--- src/rtl/packet_receiver.sv ---
// packet_receiver: 8N1 UART deserialiser that assembles PACKET_SIZE bytes
// (first byte most significant) into one word offered on a valid/ack
// handshake, with framing-error, inter-byte timeout and overrun reporting.
module packet_receiver #(
    parameter logic [15:0] PACKET_SIZE  = 16'd2,
    parameter int unsigned CLKS_PER_BIT = 104,
    parameter int unsigned TIMEOUT_CLKS = 20 * CLKS_PER_BIT
) (
    input  logic                     clk,
    input  logic                     rst,
    input  logic                     rxd,
    output logic [PACKET_SIZE*8-1:0] packet,
    output logic                     valid,
    input  logic                     ack,
    output logic                     busy,
    output logic                     frame_err,
    output logic                     timeout,
    output logic                     overrun
);

    localparam int unsigned PW = 32'(PACKET_SIZE) * 32'd8;
    localparam int unsigned CW = $clog2(CLKS_PER_BIT);
    localparam int unsigned TW = $clog2(TIMEOUT_CLKS + 1);
    localparam logic [CW-1:0] HALF_M1 = CW'(CLKS_PER_BIT / 2 - 1);
    localparam logic [CW-1:0] FULL_M1 = CW'(CLKS_PER_BIT - 1);
    localparam logic [TW-1:0] TO_M1   = TW'(TIMEOUT_CLKS - 1);

    typedef enum logic [1:0] {
        S_IDLE,
        S_START,
        S_DATA,
        S_STOP
    } state_t;

    state_t          state;
    logic            rxd_meta;
    logic            rxd_sync;
    logic            prev;
    logic [CW-1:0]   clk_cnt;
    logic [2:0]      bit_idx;
    logic [7:0]      rx_byte;
    logic            byte_strobe;
    logic [15:0]     count;
    logic [TW-1:0]   tcnt;
    logic [PW-1:0]   assembled;

    // Two-flop synchroniser plus edge register; prev resets low so a line
    // held low through reset must be seen high before a start bit counts.
    always_ff @(posedge clk) begin
        if (rst) begin
            rxd_meta <= 1'b1;
            rxd_sync <= 1'b1;
            prev     <= 1'b0;
        end else begin
            rxd_meta <= rxd;
            rxd_sync <= rxd_meta;
            prev     <= rxd_sync;
        end
    end

    // Bit-level FSM: start-bit qualification, mid-bit sampling, stop check.
    always_ff @(posedge clk) begin
        if (rst) begin
            state       <= S_IDLE;
            clk_cnt     <= '0;
            bit_idx     <= '0;
            rx_byte     <= '0;
            byte_strobe <= 1'b0;
            frame_err   <= 1'b0;
        end else begin
            byte_strobe <= 1'b0;
            frame_err   <= 1'b0;
            case (state)
                S_IDLE: begin
                    clk_cnt <= '0;
                    bit_idx <= '0;
                    if (prev && !rxd_sync)
                        state <= S_START;
                end
                S_START: begin
                    if (clk_cnt == HALF_M1) begin
                        clk_cnt <= '0;
                        state   <= rxd_sync ? S_IDLE : S_DATA;
                    end else begin
                        clk_cnt <= clk_cnt + CW'(1);
                    end
                end
                S_DATA: begin
                    if (clk_cnt == FULL_M1) begin
                        clk_cnt <= '0;
                        rx_byte <= {rxd_sync, rx_byte[7:1]};
                        bit_idx <= bit_idx + 3'd1;
                        if (bit_idx == 3'd7)
                            state <= S_STOP;
                    end else begin
                        clk_cnt <= clk_cnt + CW'(1);
                    end
                end
                S_STOP: begin
                    if (clk_cnt == FULL_M1) begin
                        clk_cnt <= '0;
                        state   <= S_IDLE;
                        if (rxd_sync)
                            byte_strobe <= 1'b1;
                        else
                            frame_err <= 1'b1;
                    end else begin
                        clk_cnt <= clk_cnt + CW'(1);
                    end
                end
                default: state <= S_IDLE;
            endcase
        end
    end

    // Earlier bytes of the packet live in a shift register one byte short of
    // the packet width; a single-byte packet needs none.
    generate
        if (PACKET_SIZE > 16'd1) begin : g_shift
            logic [PW-9:0] shift_reg;
            // Shift each completed byte in at the low end
            always_ff @(posedge clk) begin
                if (rst)
                    shift_reg <= '0;
                else if (byte_strobe)
                    shift_reg <= assembled[PW-9:0];
            end
            assign assembled = {shift_reg, rx_byte};
        end else begin : g_noshift
            assign assembled = rx_byte;
        end
    endgenerate

    // Packet assembly, handshake, inter-byte timeout and overrun tracking
    always_ff @(posedge clk) begin
        if (rst) begin
            count   <= '0;
            tcnt    <= '0;
            packet  <= '0;
            valid   <= 1'b0;
            timeout <= 1'b0;
            overrun <= 1'b0;
        end else begin
            timeout <= 1'b0;
            if (valid && ack)
                valid <= 1'b0;
            if (frame_err) begin
                count <= '0;
                tcnt  <= '0;
            end else if (byte_strobe) begin
                tcnt <= '0;
                if (count == PACKET_SIZE - 16'd1) begin
                    count <= '0;
                    // A load in the same cycle as ack keeps valid high
                    if (!valid || ack) begin
                        packet <= assembled;
                        valid  <= 1'b1;
                    end else begin
                        overrun <= 1'b1;
                    end
                end else begin
                    count <= count + 16'd1;
                end
            end else if (count == 16'd0) begin
                tcnt <= '0;
            end else if (state == S_IDLE) begin
                if (tcnt == TO_M1) begin
                    timeout <= 1'b1;
                    count   <= '0;
                    tcnt    <= '0;
                end else begin
                    tcnt <= tcnt + TW'(1);
                end
            end
        end
    end

    assign busy = (state != S_IDLE) || (count != 16'd0);

endmodule

--- config.mk ---
export PLATFORM = sky130hd
export DESIGN_NAME = packet_receiver
export DESIGN_NICKNAME = d
export VERILOG_FILES = /design/src/rtl/packet_receiver.sv
export SDC_FILE = /design/constraint.sdc
export NUM_CORES = 1
export LEC_CHECK = 0
export ABC_AREA = 1
export CAP_MARGIN = 20
export CORE_ASPECT_RATIO = 1.75
export CORE_UTILIZATION = 45
export CTS_CLUSTER_SIZE = 12
export DETAILED_ROUTE_END_ITERATION = 12
export DONT_BUFFER_PORTS = 1
export PLACE_DENSITY = 0.64
export SLEW_MARGIN = 5
export SYNTH_ARGS = -nofsm -noshare
export SYNTH_HDL_FRONTEND = slang
export SYNTH_SLANG_ARGS = --single-unit
--- constraint.sdc ---
create_clock -name clk -period 3 [get_ports clk]
set_clock_uncertainty 0.15 [all_clocks]
set_input_delay 0.3 -clock clk [delete_from_list [all_inputs] [get_ports clk]]
set_output_delay 0.3 -clock clk [all_outputs]
set_load 0.03 [all_outputs]
==> impl_metrics.prom, run 1 <==
# TYPE chip_impl_metric gauge
chip_impl_metric{name="finalMaxSlewViolations",unit=""} 0
chip_impl_metric{name="total_leakage_power",unit="nW"} 1.75
chip_impl_metric{name="ys_warn_count",unit=""} 0
chip_impl_metric{name="area_growth_syn_to_layout",unit="%"} 9.55
chip_impl_metric{name="die_w",unit="µm"} 71.5
chip_impl_metric{name="critPathArrivalTime",unit="ns"} 2.23
chip_impl_metric{name="port_buffers",unit=""} 0
chip_impl_metric{name="post_synth_num_cell_types",unit=""} 35
chip_impl_metric{name="initial_utilization",unit=""} 0.460
chip_impl_metric{name="path_max_fanout",unit=""} 16
chip_impl_info{name="critPathLaunchType",value="input port"} 1
chip_impl_metric{name="core_area",unit="µm²"} 8260
chip_impl_metric{name="avgSynthCellArea",unit="µm²"} 7.03
chip_impl_metric{name="drtIter0Drc",unit=""} 222
chip_impl_metric{name="die_h",unit="µm"} 124
chip_impl_metric{name="timing.critical_path.buf_inv",unit=""} 2
chip_impl_metric{name="peakVddDrop",unit="µV"} 312
chip_impl_metric{name="cts_max_level",unit=""} 3
chip_impl_metric{name="layout_worst_path_cycle_share",unit=""} 0.714
chip_impl_metric{name="routed-via-count",unit=""} 3207
chip_impl_metric{name="clockBufferDepth",unit=""} 2
chip_impl_metric{name="route.final.wire_length",unit="µm"} 7540
chip_impl_metric{name="setup-violations-final",unit=""} 0
chip_impl_metric{name="max-cap-violations",unit=""} 0
chip_impl_metric{name="numCtsBuffers",unit=""} 9
chip_impl_metric{name="finalWorstSetupSlack",unit="ns"} 0.859
chip_impl_metric{name="number_of_vias_per_cell",unit=""} 5.03
chip_impl_metric{name="stdcell_count",unit=""} 637
chip_impl_info{name="setup.worst_path.end_class",value="flop"} 1
chip_impl_metric{name="power_density",unit="nW/µm²"} 540
chip_impl_metric{name="clock_latency",unit="ns"} 0.34
chip_impl_metric{name="post-cts-setup-buffers",unit=""} 0
chip_impl_info{name="worstPathCellList",value="dlygate4sd3_1 -> nor2_4 -> inv_2 -> nor2_1 -> nand2_2 -> or2_1 -> nor2_1"} 1
chip_impl_metric{name="antenna_cells_inserted",unit=""} 0
chip_impl_metric{name="fmax",unit="MHz"} 467
chip_impl_info{name="reg_top3",value="count: 16 flops, packet: 16 flops, tcnt: 12 flops"} 1
chip_impl_metric{name="netlist_instances",unit=""} 541
chip_impl_metric{name="mappedNetlistArea",unit="µm²"} 3800
chip_impl_info{name="critical_path.top_delay_family",value="buffers and inverters"} 1
chip_impl_metric{name="top_level_ports",unit=""} 25
chip_impl_metric{name="overflow",unit=""} 0
chip_impl_metric{name="antenna_found_initial",unit=""} 0
chip_impl_metric{name="finalHoldViolations",unit=""} 0
chip_impl_metric{name="synth-seq-cells",unit=""} 80
chip_impl_metric{name="firstDrtPassIters",unit=""} 4
chip_impl_info{name="cpMaxStageDelayCell",value="sky130_fd_sc_hd__dlygate4sd3_1"} 1
chip_impl_metric{name="clkSlewWorstSetupHoldPaths",unit="ns"} 0.06
chip_impl_metric{name="finalWeightedCongestion",unit=""} 0.820
chip_impl_info{name="outcome",value="completed"} 1
chip_impl_info{name="hold_path_class",value="in -> reg"} 1
chip_impl_metric{name="slew-limit-headroom",unit=""} 0.446
chip_impl_info{name="hold_path.startpoint",value="ack"} 1
chip_impl_metric{name="post_drt_wl_per_cell",unit="µm"} 11.8
chip_impl_metric{name="seq_area_frac_synth",unit=""} 0.421
chip_impl_info{name="timing.rr.start",value="count[1]$_SDFFE_PP0P_"} 1
chip_impl_metric{name="tritoncts_num_sinks",unit=""} 80
chip_impl_metric{name="grt_usage",unit=""} 0.185
chip_impl_metric{name="place_hpwl",unit="µm"} 5260
chip_impl_metric{name="multi_input_comb_area",unit="µm²"} 1910
chip_impl_info{name="rsz0062_at_grt",value="no"} 1
chip_impl_metric{name="timing.critical_path.required",unit="ns"} 3.08
chip_impl_metric{name="fin_setup_tns",unit="ns"} 0
chip_impl_metric{name="finalCoreUtilization",unit=""} 0.504
chip_impl_metric{name="final_antenna_net_count",unit=""} 0
chip_impl_metric{name="dp_slack",unit="ns"} 1.15
chip_impl_info{name="timing.setup.critical_path_class",value="in -> reg"} 1
chip_impl_metric{name="post-route-min-period",unit="ns"} 2.14
chip_impl_metric{name="dp_cells",unit=""} 619
chip_impl_metric{name="minimum_hold_slack",unit="ns"} 0.0841
chip_impl_metric{name="vias_in_the_first_global_route",unit=""} 2925
chip_impl_metric{name="grt_max_degree",unit=""} 33
chip_impl_metric{name="cpPeakStageDelay",unit="ns"} 1.02
chip_impl_info{name="clock_tree_from_tritoncts",value="yes"} 1
chip_impl_metric{name="post-route-drc-count",unit=""} 0
chip_impl_metric{name="cts_hold_buffers",unit=""} 3
chip_impl_metric{name="regArea",unit="µm²"} 1600
chip_impl_metric{name="grt_pass1_wl",unit="µm"} 12900
chip_impl_metric{name="final_nets",unit=""} 552
chip_impl_metric{name="row_count",unit=""} 44
chip_impl_metric{name="synth.net_count",unit=""} 552
chip_impl_info{name="clock-root-buffer",value="sky130_fd_sc_hd__clkbuf_16"} 1
chip_impl_info{name="cp_most_frequent_cell",value="sky130_fd_sc_hd__nor2_1"} 1
chip_impl_info{name="critical_path.startpoint",value="rst"} 1
chip_impl_metric{name="die_area",unit="µm²"} 8830
chip_impl_metric{name="tightest_slew",unit="ns"} 0.830
chip_impl_metric{name="post_route_cells_drive_above_1_share",unit=""} 0.0954
chip_impl_metric{name="post_cts_sizing_count",unit=""} 0
chip_impl_metric{name="layout.filler_cells",unit=""} 817
## cell usage in the layout (no fill, tap or decap), drive strengths merged
cell	count
dfxtp	80
nand3b	2
o21bai	4
clkinv	3
nor4	2
buf	1
xnor2	1
inv	54
o21ai	13
clkbuf	10
a21oi	35
ha	7
and2	1
nand4	10
nand3	31
nor3	6
xor2	10
nor2	117
nor3b	2
or2	5
nand2	146
and3	1
bufinv	1
dlygate4sd3	3
## synth_stat cells (all sizes together)
cell | number | area (µm²)
nor3 | 6 | 51.3
a21oi | 35 | 201
nand3 | 31 | 165
ha | 7 | 87.6
o21ai | 13 | 65.1
nor4 | 2 | 18.8
nand3b | 2 | 15.0
inv | 53 | 199
nand2 | 146 | 561
or2 | 5 | 31.3
xor2 | 10 | 87.6
and2 | 1 | 6.26
xnor2 | 1 | 8.76
buf | 11 | 78.8
nor2 | 117 | 479
clkbuf | 4 | 15.0
nand4 | 10 | 77.6
o21bai | 4 | 30.0
nor3b | 2 | 15.0
dfxtp | 80 | 1600
and3 | 1 | 6.26
## layer usage
layer  GRT usage  vias to the layer above  part of all wire
met5           0                        -                 0
met4      0.0931                        0             0.023
met3      0.0388                       18             0.024
met2       0.321                       43              0.50
met1       0.215                     1444              0.45
li1            -                     1702                 -
## worst paths after layout
path / endpoint / slack [ns] / cells after the start
hold / removal: valid$_SDFF_PP0_ / 0.08 / 3
setup / recovery: tcnt[11]$_SDFFE_PP0P_ / 0.86 / 7
hold reg to reg: rxd_sync$_SDFF_PP1_ / 0.26 / 1
setup reg to reg: packet[13]$_SDFFE_PP0P_ / 1.17 / 7
## worst min-delay path: stages
cell	delay, ns
sky130_fd_sc_hd__inv_1	0.02
sky130_fd_sc_hd__nand2_1	0.12
sky130_fd_sc_hd__a21oi_1	0.08
## through the flow
stage | instance area [µm²] | total power, mW
after floorplan | 3800 | 1.15
after detailed placement | 3830 | 1.16
after global routing | 4160 | 2.33
final | 4160 | 2.25
after global placement | 3830 | 1.16
after CTS | 4160 | 2.27
## cell type report
type | instances | share of cell area
Timing Repair Buffer | 4 | 0.00901
Clock buffer | 10 | 0.0574
Sequential cell | 80 | 0.385
Inverter | 53 | 0.0478
Tap cell | 92 | 0.0276
Clock inverter | 5 | 0.0156
Multi-Input combinational cell | 393 | 0.458
## logic make-up (layout without fill, tap and decap cells)
family	after synthesis	count (layout)	share of synthesized area
adders and majority gates	7	7	0.0230
buffers and inverters	68	72	0.0770
DFF	80	80	0.421
xor gates and xnor gates	11	11	0.0253
and+or+nand+nor	323	323	0.375
AOI/OAI and AO/OA	52	52	0.0780
## report_power, final
| part | total [mW] | switching, mW | internal, mW |
|---|---|---|---|
| registers | 1.07 | 0.00672 | 1.07 |
| clock network | 1.11 | 0.437 | 0.669 |
| logic | 0.0686 | 0.0500 | 0.0186 |
Note: power is estimated with default switching activity, not from simulation.
==> inputs of run 2 (changes only) <==
PLACE_DENSITY = 0.66   (was 0.64)
clock period = 1.8 ns   (was 3 ns; I/O delays follow)
==> run 2 against run 1 <==
- cell area grew 3.9%
- total power is 68% higher
- core utilization increased by 2.0 points
- global-route usage up 0.43 points
- sequential power increased by 67%
- hold slack improved by 0.23 ns
- clock power rose by 68%
- register-to-register slack lost 1.0 ns
- critical path depth shrank 2
- sequential cell count unchanged
- largest cell class unchanged
==> impl_metrics.prom, run 2 (synthesized netlist as in run 1, its figures left out) <==
# TYPE chip_impl_metric gauge
chip_impl_info{name="outcome",value="completed"} 1
chip_impl_metric{name="finalHoldViolations",unit=""} 0
chip_impl_metric{name="post_route_cells_drive_above_1_share",unit=""} 0.127
chip_impl_metric{name="tightest_slew",unit="ns"} 0.656
chip_impl_metric{name="top_level_ports",unit=""} 25
chip_impl_metric{name="fin_setup_tns",unit="ns"} 0
chip_impl_info{name="layout.cells.most_common_list",value="sky130_fd_sc_hd__nand2_1, sky130_fd_sc_hd__nor2_1, sky130_fd_sc_hd__dfxtp_1, sky130_fd_sc_hd__inv_1, sky130_fd_sc_hd__nand3_1"} 1
chip_impl_metric{name="clkSlewWorstSetupHoldPaths",unit="ns"} 0.06
chip_impl_metric{name="setup-violations-final",unit=""} 0
chip_impl_metric{name="final_nets",unit=""} 564
chip_impl_metric{name="total_leakage_power",unit="nW"} 1.82
chip_impl_metric{name="route.final.wire_length",unit="µm"} 7670
chip_impl_metric{name="initial_utilization",unit=""} 0.460
chip_impl_metric{name="die_area",unit="µm²"} 8830
chip_impl_metric{name="finalMaxSlewViolations",unit=""} 0
chip_impl_metric{name="die_w",unit="µm"} 71.5
chip_impl_metric{name="grt_pass1_wl",unit="µm"} 12900
chip_impl_metric{name="area_growth_syn_to_layout",unit="%"} 13.8
chip_impl_metric{name="layout.filler_cells",unit=""} 797
chip_impl_metric{name="antenna_found_initial",unit=""} 0
chip_impl_metric{name="clock_latency",unit="ns"} 0.34
chip_impl_metric{name="timing.critical_path.buf_inv",unit=""} 1
chip_impl_metric{name="tritoncts_num_sinks",unit=""} 80
chip_impl_info{name="hold_path_class",value="reg -> reg"} 1
chip_impl_metric{name="vias_in_the_first_global_route",unit=""} 2924
chip_impl_metric{name="post_drt_wl_per_cell",unit="µm"} 11.8
chip_impl_info{name="reg_top3",value="count: 16 flops, packet: 16 flops, tcnt: 12 flops"} 1
chip_impl_metric{name="critPathArrivalTime",unit="ns"} 1.38
chip_impl_metric{name="overflow",unit=""} 0
chip_impl_metric{name="cts_max_level",unit=""} 3
chip_impl_metric{name="number_of_vias_per_cell",unit=""} 5.02
chip_impl_info{name="worstPathCellList",value="nor2_2 -> nand2_2 -> nor2_1 -> nand4_1 -> buf_4"} 1
chip_impl_metric{name="die_h",unit="µm"} 124
chip_impl_metric{name="cpPeakStageDelay",unit="ns"} 0.35
chip_impl_metric{name="final_antenna_net_count",unit=""} 0
chip_impl_info{name="timing.setup.critical_path_class",value="reg -> out"} 1
chip_impl_info{name="setup.worst_path.end_class",value="output port"} 1
chip_impl_metric{name="finalWeightedCongestion",unit=""} 0.812
chip_impl_info{name="rsz0062_at_grt",value="no"} 1
chip_impl_metric{name="core_area",unit="µm²"} 8260
chip_impl_metric{name="routed-via-count",unit=""} 3262
chip_impl_metric{name="clockBufferDepth",unit=""} 2
chip_impl_metric{name="grt_usage",unit=""} 0.190
chip_impl_metric{name="post-route-drc-count",unit=""} 0
chip_impl_metric{name="power.total",unit="mW"} 3.79
chip_impl_info{name="clock_tree_from_tritoncts",value="yes"} 1
chip_impl_info{name="critical_path.top_delay_family",value="simple AND/OR/NAND/NOR gates"} 1
chip_impl_metric{name="layout_worst_path_cycle_share",unit=""} 0.948
chip_impl_metric{name="slew-limit-headroom",unit=""} 0.563
chip_impl_metric{name="regArea",unit="µm²"} 1610
chip_impl_metric{name="peakVddDrop",unit="µV"} 540
chip_impl_info{name="clock-root-buffer",value="sky130_fd_sc_hd__clkbuf_16"} 1
chip_impl_info{name="layout_commonest_cell",value="sky130_fd_sc_hd__nand2_1"} 1
chip_impl_metric{name="firstDrtPassIters",unit=""} 5
chip_impl_metric{name="post-route-min-period",unit="ns"} 1.71
chip_impl_metric{name="minimum_hold_slack",unit="ns"} 0.312
chip_impl_metric{name="multi_input_comb_area",unit="µm²"} 1940
chip_impl_metric{name="fmax",unit="MHz"} 586
chip_impl_metric{name="max-cap-violations",unit=""} 0
chip_impl_metric{name="drtIter0Drc",unit=""} 218
chip_impl_metric{name="place_hpwl",unit="µm"} 5310
chip_impl_info{name="cpMaxStageDelayCell",value="sky130_fd_sc_hd__dfxtp_2"} 1
chip_impl_info{name="critPathLaunchType",value="flop"} 1
chip_impl_metric{name="numCtsBuffers",unit=""} 9
chip_impl_metric{name="grt_max_degree",unit=""} 33
chip_impl_metric{name="row_count",unit=""} 44
chip_impl_metric{name="port_buffers",unit=""} 0
chip_impl_metric{name="power_density",unit="nW/µm²"} 876
chip_impl_metric{name="path_max_fanout",unit=""} 7
chip_impl_metric{name="timing.critical_path.required",unit="ns"} 1.47
chip_impl_metric{name="antenna_cells_inserted",unit=""} 0
chip_impl_metric{name="finalCoreUtilization",unit=""} 0.524
## run 2: cell count changes in the layout (fill, tap and decap cells not counted), moves of 2 or more
cell                            change
sky130_fd_sc_hd__nor2_2             +3
sky130_fd_sc_hd__buf_4              +8
sky130_fd_sc_hd__dlygate4sd3_1      +2
sky130_fd_sc_hd__dfxtp_1            -4
sky130_fd_sc_hd__nor2_1             -4
sky130_fd_sc_hd__dfxtp_2            +4
sky130_fd_sc_hd__clkinv_4           -3
## run 2: layer usage
layer	GRT usage	vias up	wire [µm]
li1	-	1722	-
met2	0.318	53	3830
met4	0.119	0	272
met1	0.210	1471	3300
met3	0.0550	16	266
met5	0	-	0
## run 2: path summary, 6_finish.rpt
| path | start | to | slack, ns | cells after the start |
|---|---|---|---|---|
| hold / removal | rxd_sync$_SDFF_PP1_ | frame_err$_SDFF_PP0_ | 0.31 | 1 |
| setup / recovery | count[5]$_SDFFE_PP0P_ | busy | 0.09 | 5 |
| hold reg to reg | rxd_sync$_SDFF_PP1_ | frame_err$_SDFF_PP0_ | 0.31 | 1 |
| setup reg to reg | count[11]$_SDFFE_PP0P_ | tcnt[11]$_SDFFE_PP0P_ | 0.13 | 8 |
## run 2: area by class of cell
type | instances | area share
clock buffers | 12 | 0.0593
clock inverters | 4 | 0.0119
inverters | 53 | 0.0466
multi-input cells | 393 | 0.450
flip-flops and latches | 80 | 0.371
well taps | 92 | 0.0266
repair buffers | 16 | 0.0347
## run 2: repair_timing
item	CTS	global route
pin swaps	1	2
buffers inserted	1	0
setup endpoints to repair	1	33
hold buffers	6	0
endpoints found under the hold margin	19	0
gates resized for setup	0	15
## run 2: power breakdown
group	total, mW	switching (mW)	internal, mW
sequential	1.79	0.0107	1.78
combinational	0.131	0.0869	0.0437
clock	1.87	0.716	1.15
## run 2: stage by stage
step | instance area (µm²) | cells | setup slack, ns
2_1_floorplan | 3800 | 541 | 0.221
3_3_place_gp | 3900 | 627 | 0.146
3_5_place_dp | 3900 | 627 | 0.112
4_1_cts | 4280 | 650 | 0.00485
5_1_grt | 4330 | 650 | 0.00475
6_report | 4330 | 650 | 0.0937
==> inputs of run 3 (changes only) <==
CORE_UTILIZATION = 53   (was 45)
GPL_ROUTABILITY_DRIVEN = 0   (was default)
PLACE_DENSITY = 0.75   (was 0.66)
==> run 3 against run 2 <==
- fmax shrank 1.9%
- hold slack lost 0.16 ns
- combinational power is essentially flat
- sequential share of layout area grew 0.46 points
- clock power shrank 4%
- total power shrank 2.1%
- non-clock buffer count shrank 3
- sequential power is essentially flat
- sequential cell count is the same
- final cell count shrank 1.8%
- critical endpoint unchanged
==> impl_metrics.prom, run 3 (synthesized netlist as in run 1, its figures left out) <==
# TYPE chip_impl_metric gauge
chip_impl_metric{name="timing.hold.worst_path_depth",unit=""} 3
chip_impl_metric{name="timing.critical_path.required",unit="ns"} 1.47
chip_impl_metric{name="fmax",unit="MHz"} 575
chip_impl_metric{name="die_h",unit="µm"} 114
chip_impl_info{name="worstPathCellList",value="nor2_2 -> nand2_2 -> nor2_1 -> nand4_1 -> buf_6"} 1
chip_impl_metric{name="total_leakage_power",unit="nW"} 1.80
chip_impl_info{name="clock_tree_from_tritoncts",value="yes"} 1
chip_impl_metric{name="setup-violations-final",unit=""} 0
chip_impl_metric{name="port_buffers",unit=""} 0
chip_impl_metric{name="final_cell_area",unit="µm²"} 4270
chip_impl_metric{name="post-route-min-period",unit="ns"} 1.74
chip_impl_metric{name="finalWorstSetupSlack",unit="ns"} 0.0604
chip_impl_metric{name="clkSlewWorstSetupHoldPaths",unit="ns"} 0.06
chip_impl_metric{name="max-cap-violations",unit=""} 0
chip_impl_info{name="timing.setup.critical_path_class",value="reg -> out"} 1
chip_impl_info{name="setup.worst_path.end_class",value="output port"} 1
chip_impl_metric{name="firstDrtPassIters",unit=""} 4
chip_impl_metric{name="cpPeakStageDelay",unit="ns"} 0.38
chip_impl_metric{name="number_of_vias_per_cell",unit=""} 5.18
chip_impl_metric{name="tritoncts_num_sinks",unit=""} 80
chip_impl_metric{name="drtIter0Drc",unit=""} 173
chip_impl_metric{name="minimum_hold_slack",unit="ns"} 0.156
chip_impl_metric{name="grt_max_degree",unit=""} 33
chip_impl_metric{name="final_antenna_net_count",unit=""} 0
chip_impl_metric{name="post_drt_wl_per_cell",unit="µm"} 12.1
chip_impl_info{name="clock-root-buffer",value="sky130_fd_sc_hd__clkbuf_16"} 1
chip_impl_metric{name="initial_utilization",unit=""} 0.550
chip_impl_metric{name="row_count",unit=""} 40
chip_impl_info{name="layout_commonest_cell",value="sky130_fd_sc_hd__nand2_1"} 1
chip_impl_metric{name="grt_usage",unit=""} 0.224
chip_impl_metric{name="numCtsBuffers",unit=""} 9
chip_impl_metric{name="slew-limit-headroom",unit=""} 0.521
chip_impl_metric{name="finalMaxSlewViolations",unit=""} 0
chip_impl_metric{name="place_area",unit="µm²"} 3890
chip_impl_metric{name="route.final.wire_length",unit="µm"} 7700
chip_impl_metric{name="post-route-drc-count",unit=""} 0
chip_impl_metric{name="post_route_cells_drive_above_1_share",unit=""} 0.126
chip_impl_metric{name="clockBufferDepth",unit=""} 2
chip_impl_metric{name="antenna_cells_inserted",unit=""} 0
chip_impl_metric{name="layout.filler_cells",unit=""} 638
chip_impl_metric{name="finalHoldViolations",unit=""} 0
chip_impl_metric{name="r2r_cell_count",unit=""} 7
chip_impl_info{name="cpMaxStageDelayCell",value="sky130_fd_sc_hd__dfxtp_1"} 1
chip_impl_metric{name="die_area",unit="µm²"} 7530
chip_impl_metric{name="core_area",unit="µm²"} 6910
chip_impl_metric{name="antenna_found_initial",unit=""} 0
chip_impl_metric{name="tightest_slew",unit="ns"} 0.718
chip_impl_metric{name="area_growth_syn_to_layout",unit="%"} 12.3
chip_impl_info{name="outcome",value="completed"} 1
chip_impl_info{name="layout.cells.most_common_list",value="sky130_fd_sc_hd__nand2_1, sky130_fd_sc_hd__nor2_1, sky130_fd_sc_hd__dfxtp_1, sky130_fd_sc_hd__inv_1, sky130_fd_sc_hd__nand3_1"} 1
chip_impl_info{name="critPathLaunchType",value="flop"} 1
chip_impl_metric{name="top_level_ports",unit=""} 25
chip_impl_metric{name="routed-via-count",unit=""} 3304
chip_impl_metric{name="peakVddDrop",unit="µV"} 684
chip_impl_metric{name="layout_worst_path_cycle_share",unit=""} 0.966
chip_impl_metric{name="grt_pass1_wl",unit="µm"} 13000
chip_impl_metric{name="finalCoreUtilization",unit=""} 0.618
chip_impl_metric{name="clock_latency",unit="ns"} 0.34
chip_impl_metric{name="place_hpwl",unit="µm"} 5290
chip_impl_metric{name="path_max_fanout",unit=""} 7
chip_impl_metric{name="overflow",unit=""} 0
chip_impl_info{name="reg_top3",value="count: 16 flops, packet: 16 flops, tcnt: 12 flops"} 1
chip_impl_metric{name="cts_max_level",unit=""} 3
chip_impl_metric{name="vias_in_the_first_global_route",unit=""} 3055
chip_impl_metric{name="critPathArrivalTime",unit="ns"} 1.41
chip_impl_metric{name="dp_slack",unit="ns"} 0.0939
chip_impl_metric{name="final_nets",unit=""} 561
chip_impl_metric{name="die_w",unit="µm"} 66.0
chip_impl_metric{name="power_density",unit="nW/µm²"} 869
chip_impl_info{name="hold_path_class",value="in -> reg"} 1
-- run 3: timing repair --
| action | 4_1_cts | 5_1_grt |
|---|---|---|
| hold buffers | 3 | 0 |
| pin swaps | 1 | 2 |
| resized for setup | 0 | 14 |
| hold endpoints to repair | 18 | 0 |
| setup endpoints to repair | 1 | 33 |
| setup buffers | 1 | 0 |
-- run 3: report_power, final --
part           switching [mW]  internal (mW)
Sequential             0.0113           1.78
Clock                   0.690           1.10
Combinational          0.0877         0.0419
-- run 3: layout make-up --
class | count | area (µm²) | share of cell area
multi-input combinational | 393 | 1940 | 0.454
sequential | 80 | 1610 | 0.376
clock buffer | 10 | 239 | 0.0560
inverter | 53 | 201 | 0.0472
timing repair buffer | 13 | 124 | 0.0290
tap | 84 | 105 | 0.0246
clock inverter | 5 | 57.6 | 0.0135
-- run 3: through the flow --
step | TNS (ns) | power, mW | cells
floorplan | 0 | 1.92 | 541
global placement | 0 | 1.94 | 619
detailed placement | 0 | 1.94 | 619
CTS | 0 | 3.75 | 638
global route | -0.00390 | 3.83 | 638
finish | 0 | 3.71 | 638
-- run 3: routing by layer --
metal	GRT usage	up-vias	share of wire
li1	-	1717	-
met1	0.245	1507	0.41
met2	0.386	65	0.53
met3	0.0580	15	0.034
met4	0.116	0	0.028
met5	0	-	0
-- run 3: path summary, 6_finish.rpt --
kind	from	end	slack, ns
worst min-delay path	rst	packet[8]$_SDFFE_PP0P_	0.16
worst max register to register	count[1]$_SDFFE_PP0P_	count[6]$_SDFFE_PP0P_	0.15
worst max-delay path	count[5]$_SDFFE_PP0P_	busy	0.06
worst min register to register	rxd_meta$_SDFF_PP1_	rxd_sync$_SDFF_PP1_	0.26
-- run 3: worst max-delay path: cells and delay by family, from the launching register on --
family,cells,cell delay (ns)
simple gates,4,0.51
flops,1,0.38
buf+inv,1,0.18
